File: config.mk
export PLATFORM = sky130hd
export DESIGN_NAME = ins_mem_ctrl_flat
export DESIGN_NICKNAME = d
export VERILOG_FILES = /design/src/rtl/ins_mem_pkg.sv /design/src/rtl/ins_mem_if.sv /design/src/rtl/ins_mem_bytes.sv /design/src/rtl/ins_mem_ctrl.sv /design/src/flat_wrapper.sv
export SDC_FILE = /design/constraint.sdc
export NUM_CORES = 2
export LEC_CHECK = 0
export CAP_MARGIN = 20
export CORE_MARGIN = 2
export CORE_UTILIZATION = 35
export DETAILED_ROUTE_END_ITERATION = 12
export GPL_ROUTABILITY_DRIVEN = 0
export SLEW_MARGIN = 5
export SYNTH_ARGS = -nofsm -noshare
export SYNTH_HDL_FRONTEND = slang
export SYNTH_SLANG_ARGS = --single-unit
File: constraint.sdc
create_clock -name CLK -period 10.6 [get_ports CLK]
set_input_delay 3.18 -clock CLK [delete_from_list [all_inputs] [get_ports CLK]]
set_output_delay 3.18 -clock CLK [all_outputs]
set_load 0.01 [all_outputs]
File: src/rtl/ins_mem_pkg.sv
// rtl/ins_mem_pkg.sv - shared types and constants for the instruction memory controller
//
// Purpose: controller state enum, NOP fetch word and default geometry.
// Ports: none (package).
// Build option: IMEM_CHECKSUM_EN (consumed by ins_mem_ctrl).
package ins_mem_pkg;

  localparam int DEFAULT_DEPTH = 256;
  localparam int DEFAULT_AW    = 8;

  localparam logic [31:0] NOP_WORD = 32'h0000_0000;

  typedef enum logic [1:0] {
    ST_IDLE,
    ST_LOAD,
    ST_RUN,
    ST_ERR
  } state_e;

endpackage

File: src/rtl/ins_mem_if.sv
// rtl/ins_mem_if.sv - loader byte stream and CPU fetch bus of the instruction memory
//
// Purpose: bundles the loader handshake, the fetch port and the status flags.
// Signals:
//   load_start  loader -> ctrl  one-cycle pulse that starts a load
//   byte_valid  loader -> ctrl  byte valid
//   byte_data   loader -> ctrl  byte value
//   byte_last   loader -> ctrl  final byte of the stream
//   byte_ready  ctrl -> loader  controller accepts a byte
//   IAddr       cpu -> ctrl     fetch byte address
//   IDataOut    ctrl -> cpu     big-endian instruction word
//   cpu_hold    ctrl -> cpu     stall PC / commit
//   load_done   ctrl -> loader  one-cycle pulse on successful load
//   load_err    ctrl -> loader  sticky load error
//   fetch_fault ctrl -> cpu     misaligned or out-of-range fetch
// Modports: master (loader + CPU side), slave (controller side).
interface ins_mem_if;

  logic        load_start;
  logic        byte_valid;
  logic [7:0]  byte_data;
  logic        byte_last;
  logic        byte_ready;
  logic [31:0] IAddr;
  logic [31:0] IDataOut;
  logic        cpu_hold;
  logic        load_done;
  logic        load_err;
  logic        fetch_fault;

  modport master (
    output load_start, byte_valid, byte_data, byte_last, IAddr,
    input  byte_ready, IDataOut, cpu_hold, load_done, load_err, fetch_fault
  );

  modport slave (
    input  load_start, byte_valid, byte_data, byte_last, IAddr,
    output byte_ready, IDataOut, cpu_hold, load_done, load_err, fetch_fault
  );

endinterface

File: src/rtl/ins_mem_bytes.sv
// rtl/ins_mem_bytes.sv - byte RAM with one write port and a 4-byte big-endian read port
//
// Purpose: instruction storage; contents are not reset.
// Ports:
//   clk_i    clock
//   we_i     write enable (one byte per cycle)
//   waddr_i  write byte address, must be < DEPTH when we_i=1
//   wdata_i  write byte
//   raddr_i  read byte address of the most significant byte
//   rdata_o  {ram[a], ram[a+1], ram[a+2], ram[a+3]}, combinational
module ins_mem_bytes #(
  parameter int DEPTH = 256,
  parameter int AW    = 8
) (
  input  logic          clk_i,
  input  logic          we_i,
  input  logic [AW-1:0] waddr_i,
  input  logic [7:0]    wdata_i,
  input  logic [AW-1:0] raddr_i,
  output logic [31:0]   rdata_o
);

  logic [7:0] mem_q [DEPTH];

  always_ff @(posedge clk_i) begin
    if (we_i) begin
      mem_q[waddr_i] <= wdata_i;
    end
  end

  // Lanes past the end of the array read as zero so a non-power-of-two
  // DEPTH never indexes outside the storage; the controller masks these
  // words with fetch_fault anyway.
  for (genvar k = 0; k < 4; k++) begin : g_rd
    logic [AW:0] idx;
    assign idx = {1'b0, raddr_i} + (AW+1)'(k);
    assign rdata_o[31-8*k -: 8] = (idx < (AW+1)'(DEPTH)) ? mem_q[idx[AW-1:0]] : 8'h00;
  end

endmodule

File: src/rtl/ins_mem_ctrl.sv
// rtl/ins_mem_ctrl.sv - boot-load controller and fetch front-end of the instruction memory
//
// Purpose: loads a byte stream into the instruction RAM, holds the CPU until
// the load completes and serves combinational big-endian 32-bit fetches.
// Ports:
//   CLK    clock, rising edge
//   Reset  asynchronous active-low reset
//   bus    ins_mem_if.slave: loader handshake, fetch port, status flags
// Build option: IMEM_CHECKSUM_EN - final byte is an 8-bit sum of the
// preceding bytes, checked instead of stored.
module ins_mem_ctrl
  import ins_mem_pkg::*;
#(
  parameter int DEPTH = DEFAULT_DEPTH,
  parameter int AW    = DEFAULT_AW
) (
  input  logic       CLK,
  input  logic       Reset,
  ins_mem_if.slave   bus
);

  state_e      state_q, state_d;
  logic [AW:0] wptr_q, wptr_d;   // one extra bit so wptr can reach DEPTH
  logic        done_q, done_d;
  logic        err_q, err_d;
  logic        we;
  logic        accept;
  logic        full;
  logic [31:0] rdata;
  logic        fault;

`ifdef IMEM_CHECKSUM_EN
  logic [7:0]  sum_q, sum_d;
`endif

  assign accept = bus.byte_valid && (state_q == ST_LOAD);
  assign full   = (wptr_q == (AW+1)'(DEPTH));

  always_ff @(posedge CLK or negedge Reset) begin
    if (!Reset) begin
      state_q <= ST_IDLE;
      wptr_q  <= '0;
      done_q  <= 1'b0;
      err_q   <= 1'b0;
`ifdef IMEM_CHECKSUM_EN
      sum_q   <= 8'h00;
`endif
    end else begin
      state_q <= state_d;
      wptr_q  <= wptr_d;
      done_q  <= done_d;
      err_q   <= err_d;
`ifdef IMEM_CHECKSUM_EN
      sum_q   <= sum_d;
`endif
    end
  end

  always_comb begin
    state_d = state_q;
    wptr_d  = wptr_q;
    done_d  = 1'b0;
    err_d   = err_q;
    we      = 1'b0;
`ifdef IMEM_CHECKSUM_EN
    sum_d   = sum_q;
`endif
    // load_start wins over a byte offered in the same cycle
    if (bus.load_start) begin
      state_d = ST_LOAD;
      wptr_d  = '0;
      err_d   = 1'b0;
`ifdef IMEM_CHECKSUM_EN
      sum_d   = 8'h00;
`endif
    end else if (accept) begin
`ifdef IMEM_CHECKSUM_EN
      if (bus.byte_last) begin
        // the checksum byte itself is never stored
        if (sum_q == bus.byte_data) begin
          state_d = ST_RUN;
          done_d  = 1'b1;
        end else begin
          state_d = ST_ERR;
          err_d   = 1'b1;
        end
      end else if (full) begin
        state_d = ST_ERR;
        err_d   = 1'b1;
      end else begin
        we     = 1'b1;
        wptr_d = wptr_q + 1'b1;
        sum_d  = sum_q + bus.byte_data;
      end
`else
      if (full) begin
        state_d = ST_ERR;
        err_d   = 1'b1;
      end else begin
        we     = 1'b1;
        wptr_d = wptr_q + 1'b1;
        if (bus.byte_last) begin
          state_d = ST_RUN;
          done_d  = 1'b1;
        end
      end
`endif
    end
  end

  ins_mem_bytes #(
    .DEPTH (DEPTH),
    .AW    (AW)
  ) u_bytes (
    .clk_i   (CLK),
    .we_i    (we),
    .waddr_i (wptr_q[AW-1:0]),
    .wdata_i (bus.byte_data),
    .raddr_i (bus.IAddr[AW-1:0]),
    .rdata_o (rdata)
  );

  assign fault = (bus.IAddr[1:0] != 2'b00) || (bus.IAddr > 32'(DEPTH - 4));

  assign bus.byte_ready  = (state_q == ST_LOAD);
  assign bus.cpu_hold    = (state_q != ST_RUN);
  assign bus.load_done   = done_q;
  assign bus.load_err    = err_q;
  assign bus.fetch_fault = fault;
  assign bus.IDataOut    = fault ? NOP_WORD : rdata;

endmodule

File: src/flat_wrapper.sv
// flat-port wrapper written by rule: the top's interface ports become plain ports
module ins_mem_ctrl_flat import ins_mem_pkg::*;
#(
  parameter int DEPTH = DEFAULT_DEPTH,
  parameter int AW    = DEFAULT_AW
)
  (CLK, Reset, bus_load_start, bus_byte_valid, bus_byte_data, bus_byte_last, bus_IAddr, bus_byte_ready, bus_IDataOut, bus_cpu_hold, bus_load_done, bus_load_err, bus_fetch_fault);
  ins_mem_if bus_i ();
  input  logic CLK;
  input  logic Reset;
  input wire logic [$bits(bus_i.load_start)-1:0] bus_load_start;
  input wire logic [$bits(bus_i.byte_valid)-1:0] bus_byte_valid;
  input wire logic [$bits(bus_i.byte_data)-1:0] bus_byte_data;
  input wire logic [$bits(bus_i.byte_last)-1:0] bus_byte_last;
  input wire logic [$bits(bus_i.IAddr)-1:0] bus_IAddr;
  output wire logic [$bits(bus_i.byte_ready)-1:0] bus_byte_ready;
  output wire logic [$bits(bus_i.IDataOut)-1:0] bus_IDataOut;
  output wire logic [$bits(bus_i.cpu_hold)-1:0] bus_cpu_hold;
  output wire logic [$bits(bus_i.load_done)-1:0] bus_load_done;
  output wire logic [$bits(bus_i.load_err)-1:0] bus_load_err;
  output wire logic [$bits(bus_i.fetch_fault)-1:0] bus_fetch_fault;
  assign bus_i.load_start = bus_load_start;
  assign bus_i.byte_valid = bus_byte_valid;
  assign bus_i.byte_data = bus_byte_data;
  assign bus_i.byte_last = bus_byte_last;
  assign bus_i.IAddr = bus_IAddr;
  assign bus_byte_ready = bus_i.byte_ready;
  assign bus_IDataOut = bus_i.IDataOut;
  assign bus_cpu_hold = bus_i.cpu_hold;
  assign bus_load_done = bus_i.load_done;
  assign bus_load_err = bus_i.load_err;
  assign bus_fetch_fault = bus_i.fetch_fault;
  ins_mem_ctrl #(.DEPTH(DEPTH), .AW(AW)) u_core (.CLK(CLK), .Reset(Reset), .bus(bus_i));
endmodule
-- Yosys cells after proc, flatten, opt, wreduce, memory -nomap -nowiden
Memories as Yosys holds them, arrays and structs flattened.
Cells that the tools add are included.
W data, S select, Z words.
- reduce and logical (&&, ||, !) cells: 9
- $lt $le $gt $ge: 5
- muxes and demuxes: 24
- add/subtract/negate cells: 4
- equal/unequal tests: 4
- operators with widths (operator ; count):
    $gt A32 B8 Y1 const B ; 1
    $mux W32 ; 1
    $mux W8 ; 4
    $lt A9 B9 Y1 const B ; 3
    $mux W9 ; 3
    $add A8 B2 Y9 const B ; 2
    $mux W1 ; 12
    $add A8 B1 Y9 const B ; 1
    $add A9 B1 Y9 const B ; 1
    $eq A9 B9 Y1 const B ; 1
    $lt A8 B9 Y1 const B ; 1
    $mux W2 ; 4
    $reduce_and A2 Y1 ; 3
    $reduce_bool A2 Y1 ; 3
    $ne A2 B2 Y1 const B ; 2
    $reduce_bool A3 Y1 ; 1
    $eq A2 B1 Y1 const B ; 1
    $logic_and A1 B1 Y1 ; 1
    $logic_or A1 B1 Y1 ; 1
- output and inout port bits: 37
- memories kept: 1
- RAM bits: 2048
- register bits: 13
- word-level logic and storage cells: 51
- memory list (memory ; depth ; bits a word ; read ports ; clocked after memory_dff ; wr ports ; line ; RTL):
    u_core.u_bytes.mem_q ; 256 ; 8 ; 4 ; 0 ; 1 ; ins_mem_bytes.sv:23 ; logic [7:0] mem_q [DEPTH];

-- Depth between registers and ports, before layout
- depth in word-level cells: 6
- gate-level depth with buffers: 23
- mapped depth without buffers: 10

-- By module
Synthesis repeated with hierarchy kept, for this count alone.
- cell total of the unflattened synthesis: 7495
- area, all modules: 130472.6 um2
- by module, submodules not included (module ; instances ; area each (um2) ; seq. area each (um2) ; cells each):
    ins_mem_bytes ; 1 ; 129384.1 ; 61499.0 ; 7341
    ins_mem_ctrl ; 1 ; 1088.5 ; 325.3 ; 154

-- Worst setup path after synthesis
OpenSTA, ideal clock, no wires.
- kind: in2out
- start point: input port bus_IAddr[0]
- end point: output port bus_IDataOut[4]
- stages: 23
- setup slack: 298 ps
- path buffers: 14
- arrival: 7122 ps
- cell sequence: buf_2 > buf_6 > buf_6 > buf_6 > inv_2 > buf_4 > buf_2 > clkbuf_1 > ha_1 > clkbuf_1 > xnor2_1 > buf_6 > buf_6 > buf_6 > buf_6 > buf_4 > buf_2 > nand2_1 > nand3_1 > nand3_1 > a21oi_1 > nor2_1 > a221oi_1
- word-level cells in the longest chain between the ends: 4
- elaborated cells between the ends (all ways): 8
- those cells by class: add/sub (1); order compare (2); mux (2); reduce/logical (2); memory (1)
- RTL lines (item ; line ; RTL):
    from (decl) ; flat_wrapper.sv:15 ; input wire logic [$bits(bus_i.IAddr)-1:0] bus_IAddr;
    $add A8 B2 Y9 ; ins_mem_bytes.sv:36 ; assign idx = {1'b0, raddr_i} + (AW+1)'(k);
    $mem_v2 Z256 W8 / $lt A9 B9 Y1 (equally long branches) ; n/a ;
    $mux W8 ; ins_mem_bytes.sv:37 ; assign rdata_o[31-8*k -: 8] = (idx < (AW+1)'(DEPTH)) ? mem_q[idx[AW-1:0]] : 8'h00;
    $mux W32 * ; ins_mem_ctrl.sv:130 ; assign bus.IDataOut = fault ? NOP_WORD : rdata;
    to (decl) ; flat_wrapper.sv:17 ; output wire logic [$bits(bus_i.IDataOut)-1:0] bus_IDataOut;
Every way passes the cells marked *; elsewhere a longest branch is shown, timed or not.

-- Worst setup path after layout
- start point: input port bus_IAddr[0]
- end point: output port bus_IDataOut[15]
Same word-level chain as after synthesis.

==> flow_metrics.env <==
export IMPL_drtIter0Drc=16700
export IMPL_final_layout_size_suffix_gt1_frac=0.495
export IMPL_start_kind="input pin"
export IMPL_cpPeakStageDelay_ns=0.75
export IMPL_tightest_slew_ns=1.25
export IMPL_synthTopCellsByCount="2384 x mux4_2, 2048 x edfxtp_1, 413 x nand2_1"
export IMPL_max_cap_violations=0
export IMPL_numPlacedInstances=12000
export IMPL_min_period_ns=10.67
export IMPL_crit_path_start="bus_IAddr[0]"
export IMPL_antenna_left=0
export IMPL_clkSinkCount=2061
export IMPL_vias=87500
export IMPL_hold_viol=0
export IMPL_ys_async_sr_fraction=0.00631
export IMPL_synth_edff_count=2048
export IMPL_ioPinCount=82
export IMPL_grt_pass1_wl_mm=673
export IMPL_dpl_hpwl_mm=341
export IMPL_die_x_um=612
export IMPL_ys_seq_area_frac=0.477
export IMPL_dr_pass1_iters=8
export IMPL_critPathArrivalTime_ns=7.49
export IMPL_synth_top_family_by_area="multiplexers"
export IMPL_synthesis_area_mm2=0.130
export IMPL_synth_fa_ha_area_frac=0.000869
export IMPL_syn_avg_cell_area_um2=18.8
export IMPL_status="finished with violations"
export IMPL_yosysWarnings=0
export IMPL_vdd_drop_max_mv=0.141
export IMPL_clkLatencyLatePin_ns=0.93
export IMPL_synth_area_top_cells="edfxtp_1 47%, mux4_2 41%, mux2i_1 2.0%, nand2_1 1.2%, buf_2 1.1%"
export IMPL_timing_clock_skew_ns=0.0700
export IMPL_min_path_type="flip-flop to flip-flop"
export IMPL_rsz0062_at_grt="false"
export IMPL_row_count=223
export IMPL_finalSetupViolCount=3
export IMPL_final_util=0.407
export IMPL_post_route_period_util=1.01
export IMPL_hold_depth=1
export IMPL_cp_max_fo=86
export IMPL_muxShareOfSynthArea=0.435
export IMPL_rr_worst_depth=6
export IMPL_antenna_found_initial=26
export IMPL_yosysMostFrequentCell="mux4_2"
export IMPL_r2r_slack_ns=5.30
export IMPL_relSlewSlack=0.166
export IMPL_layout_nets=7400
export IMPL_tritoncts="done"
export IMPL_fillers=32300
export IMPL_worstSetupEndpointType="output pin"
export IMPL_dp_slack_ns=-0.480
export IMPL_crit_family="multiplexers"
export IMPL_critical_path_class="input pin to output pin"
export IMPL_layout_setup_ws_ns=-0.0679
export IMPL_wl_per_cell_um=39.3
export IMPL_wirelength_mm=492
export IMPL_power_mw=21.5
export IMPL_root_buffer="clkbuf_16"
export IMPL_crit_required_ns=7.42
export IMPL_die_y_um=612
export IMPL_synth_xor_area_share=0.00215
export IMPL_power_leakage_nw=47.0
export IMPL_core_area_mm2=0.369
export IMPL_io_buffers=81
export IMPL_crit_chain="buf_16 -> buf_12 -> buf_12 -> mux4_2 -> mux4_2 -> mux2i_2 -> o22ai_1 -> or4_1 -> clkdlybuf4s50_1"
export IMPL_endpoint="bus_IDataOut[15]"
export IMPL_p_per_area_mw_per_mm2=143
export IMPL_crit_buf_inv=4
export IMPL_syn_inst=6906
export IMPL_grt_overflow_total=0
export IMPL_grtUsageTotal=0.258
export IMPL_synth_ff_type="edfxtp_1"
export IMPL_yosys_area_share_simple=0.0346
export IMPL_yosysTopAreaCell="edfxtp_1"
export IMPL_cts_hold_buf=0
export IMPL_stdcell_count=12500
export IMPL_dieArea_mm2=0.375
export IMPL_synth_compound_area_frac=0.0218
export IMPL_syn2layout_area_growth_pct=15.7
export IMPL_synth_nets=6960
export IMPL_violations="setup timing"
export IMPL_grt_pass1_vias=83500
export IMPL_crit_cells=9
export IMPL_drv_slew=0
export IMPL_start_util=0.351
export IMPL_r2r_end="u_core.u_bytes.mem_q[169][3]"
export IMPL_cts_buffers=232
export IMPL_r2r_start="u_core.wptr_q[4]"
export IMPL_grt_start_max_net_pins=153
export IMPL_cts_buffer_depth=4
export IMPL_cpMaxStageDelayCell="or4_1"
export IMPL_clk_pin_slew_ns=0.05
export IMPL_viasPerCell=7.00
export IMPL_yosysUniqueCellTypes=66
export IMPL_max_freq_mhz=93.7
export IMPL_synth_seq_cells=2061
export IMPL_synth_top_area_frac=0.475
export IMPL_drcViolationCount=0
export IMPL_cts_htree_levels=4
## worst min-delay path by stage
stage,start,end,slack [ns]
after floorplan,u_core.state_q[0],u_core.state_q[0],0.48
after global placement,u_core.state_q[0],u_core.state_q[0],0.51
after detailed placement,u_core.state_q[0],u_core.state_q[0],0.53
after CTS,u_core.state_q[0],u_core.state_q[0],0.54
after global routing,u_core.state_q[0],u_core.state_q[0],0.57
final,u_core.state_q[0],u_core.state_q[0],0.53
## per-layer routing
layer	global-route usage	routed length, um
met1	0.323	164000
met2	0.383	219000
met3	0.0807	69400
met4	0.175	39400
met5	0	55
## layout make-up
class	count	area [um2]	share of cell area
clock buffer	273	6000	0.0401
inverter	9	38.8	0.000259
clock inverter	147	1900	0.0127
sequential	2061	61800	0.413
timing repair buffer	911	9110	0.0608
antenna	16	40.0	0.000267
multi-input combinational	4131	64700	0.432
tap	4950	6190	0.0413
## timing repair
action,4_1_cts,5_1_grt
resized for setup,13,19
cloned,0,1
setup buffers,5,0
endpoints found under the setup margin,12,15
## through the flow
step | hold WS, ns | setup TNS [ns] | cell area (um2)
global placement | 0.505 | -2.54 | 141000
finish | 0.529 | -0.127 | 150000
CTS | 0.542 | 0 | 149000
floorplan | 0.477 | 0 | 130000
global route | 0.575 | 0 | 150000
detailed placement | 0.529 | -1.74 | 141000
## kinds of logic (layout without fill, tap and decap cells)
logic type               count (synthesis)  in the layout
buffers and inverters                  714           1340
other                                    0             16
AO/OA/AOI/OAI                          395            395
AND/OR/NAND/NOR                       1044           1044
adder cells (fa/ha/maj)                  9              9
multiplexers                          2652           2652
XOR/XNOR                                31             31
flip-flops                            2061           2061
## flip-flops by register name, summed over array words and instances, names as in the netlist
| name | count |
|---|---|
| u_core.u_bytes.mem_q | 2048 |
| u_core.state_q | 2 |
| u_core.wptr_q | 9 |
| u_core.bus.load_err | 1 |
| u_core.bus.load_done | 1 |
## where the power goes
part,total (mW),internal (mW),switching [mW]
clock network,8.56,5.11,3.45
logic,3.96,1.73,2.23
registers,8.97,8.96,0.00550
total,21.5,15.8,5.68
## cell usage in the layout (no fill, tap or decap), drive strengths merged, types with 10 or more instances in the layout
| cell type | instances |
|---|---|
| mux4 | 2384 |
| edfxtp | 2048 |
| buf | 841 |
| nand2 | 413 |
| nor2 | 326 |
| clkbuf | 281 |
| mux2i | 254 |
| nand3 | 172 |
| clkinv | 85 |
| clkdlybuf4s50 | 62 |
| a221oi | 62 |
| a21oi | 55 |
| o21ai | 52 |
| bufinv | 45 |
| a22oi | 43 |
| o22ai | 38 |
| a32oi | 31 |
| a31oi | 30 |
| nand4 | 26 |
| and3 | 19 |
| nor3 | 19 |
| a211oi | 18 |
| and2 | 17 |
| xnor2 | 17 |
| diode | 16 |
| clkinvlp | 16 |
| mux2 | 14 |
| xor2 | 14 |
| dfrtp | 13 |
| nor2b | 12 |
| or4 | 10 |
| nor4 | 10 |
| inv | 10 |
No activity file was read; power rests on OpenSTA's default activity.
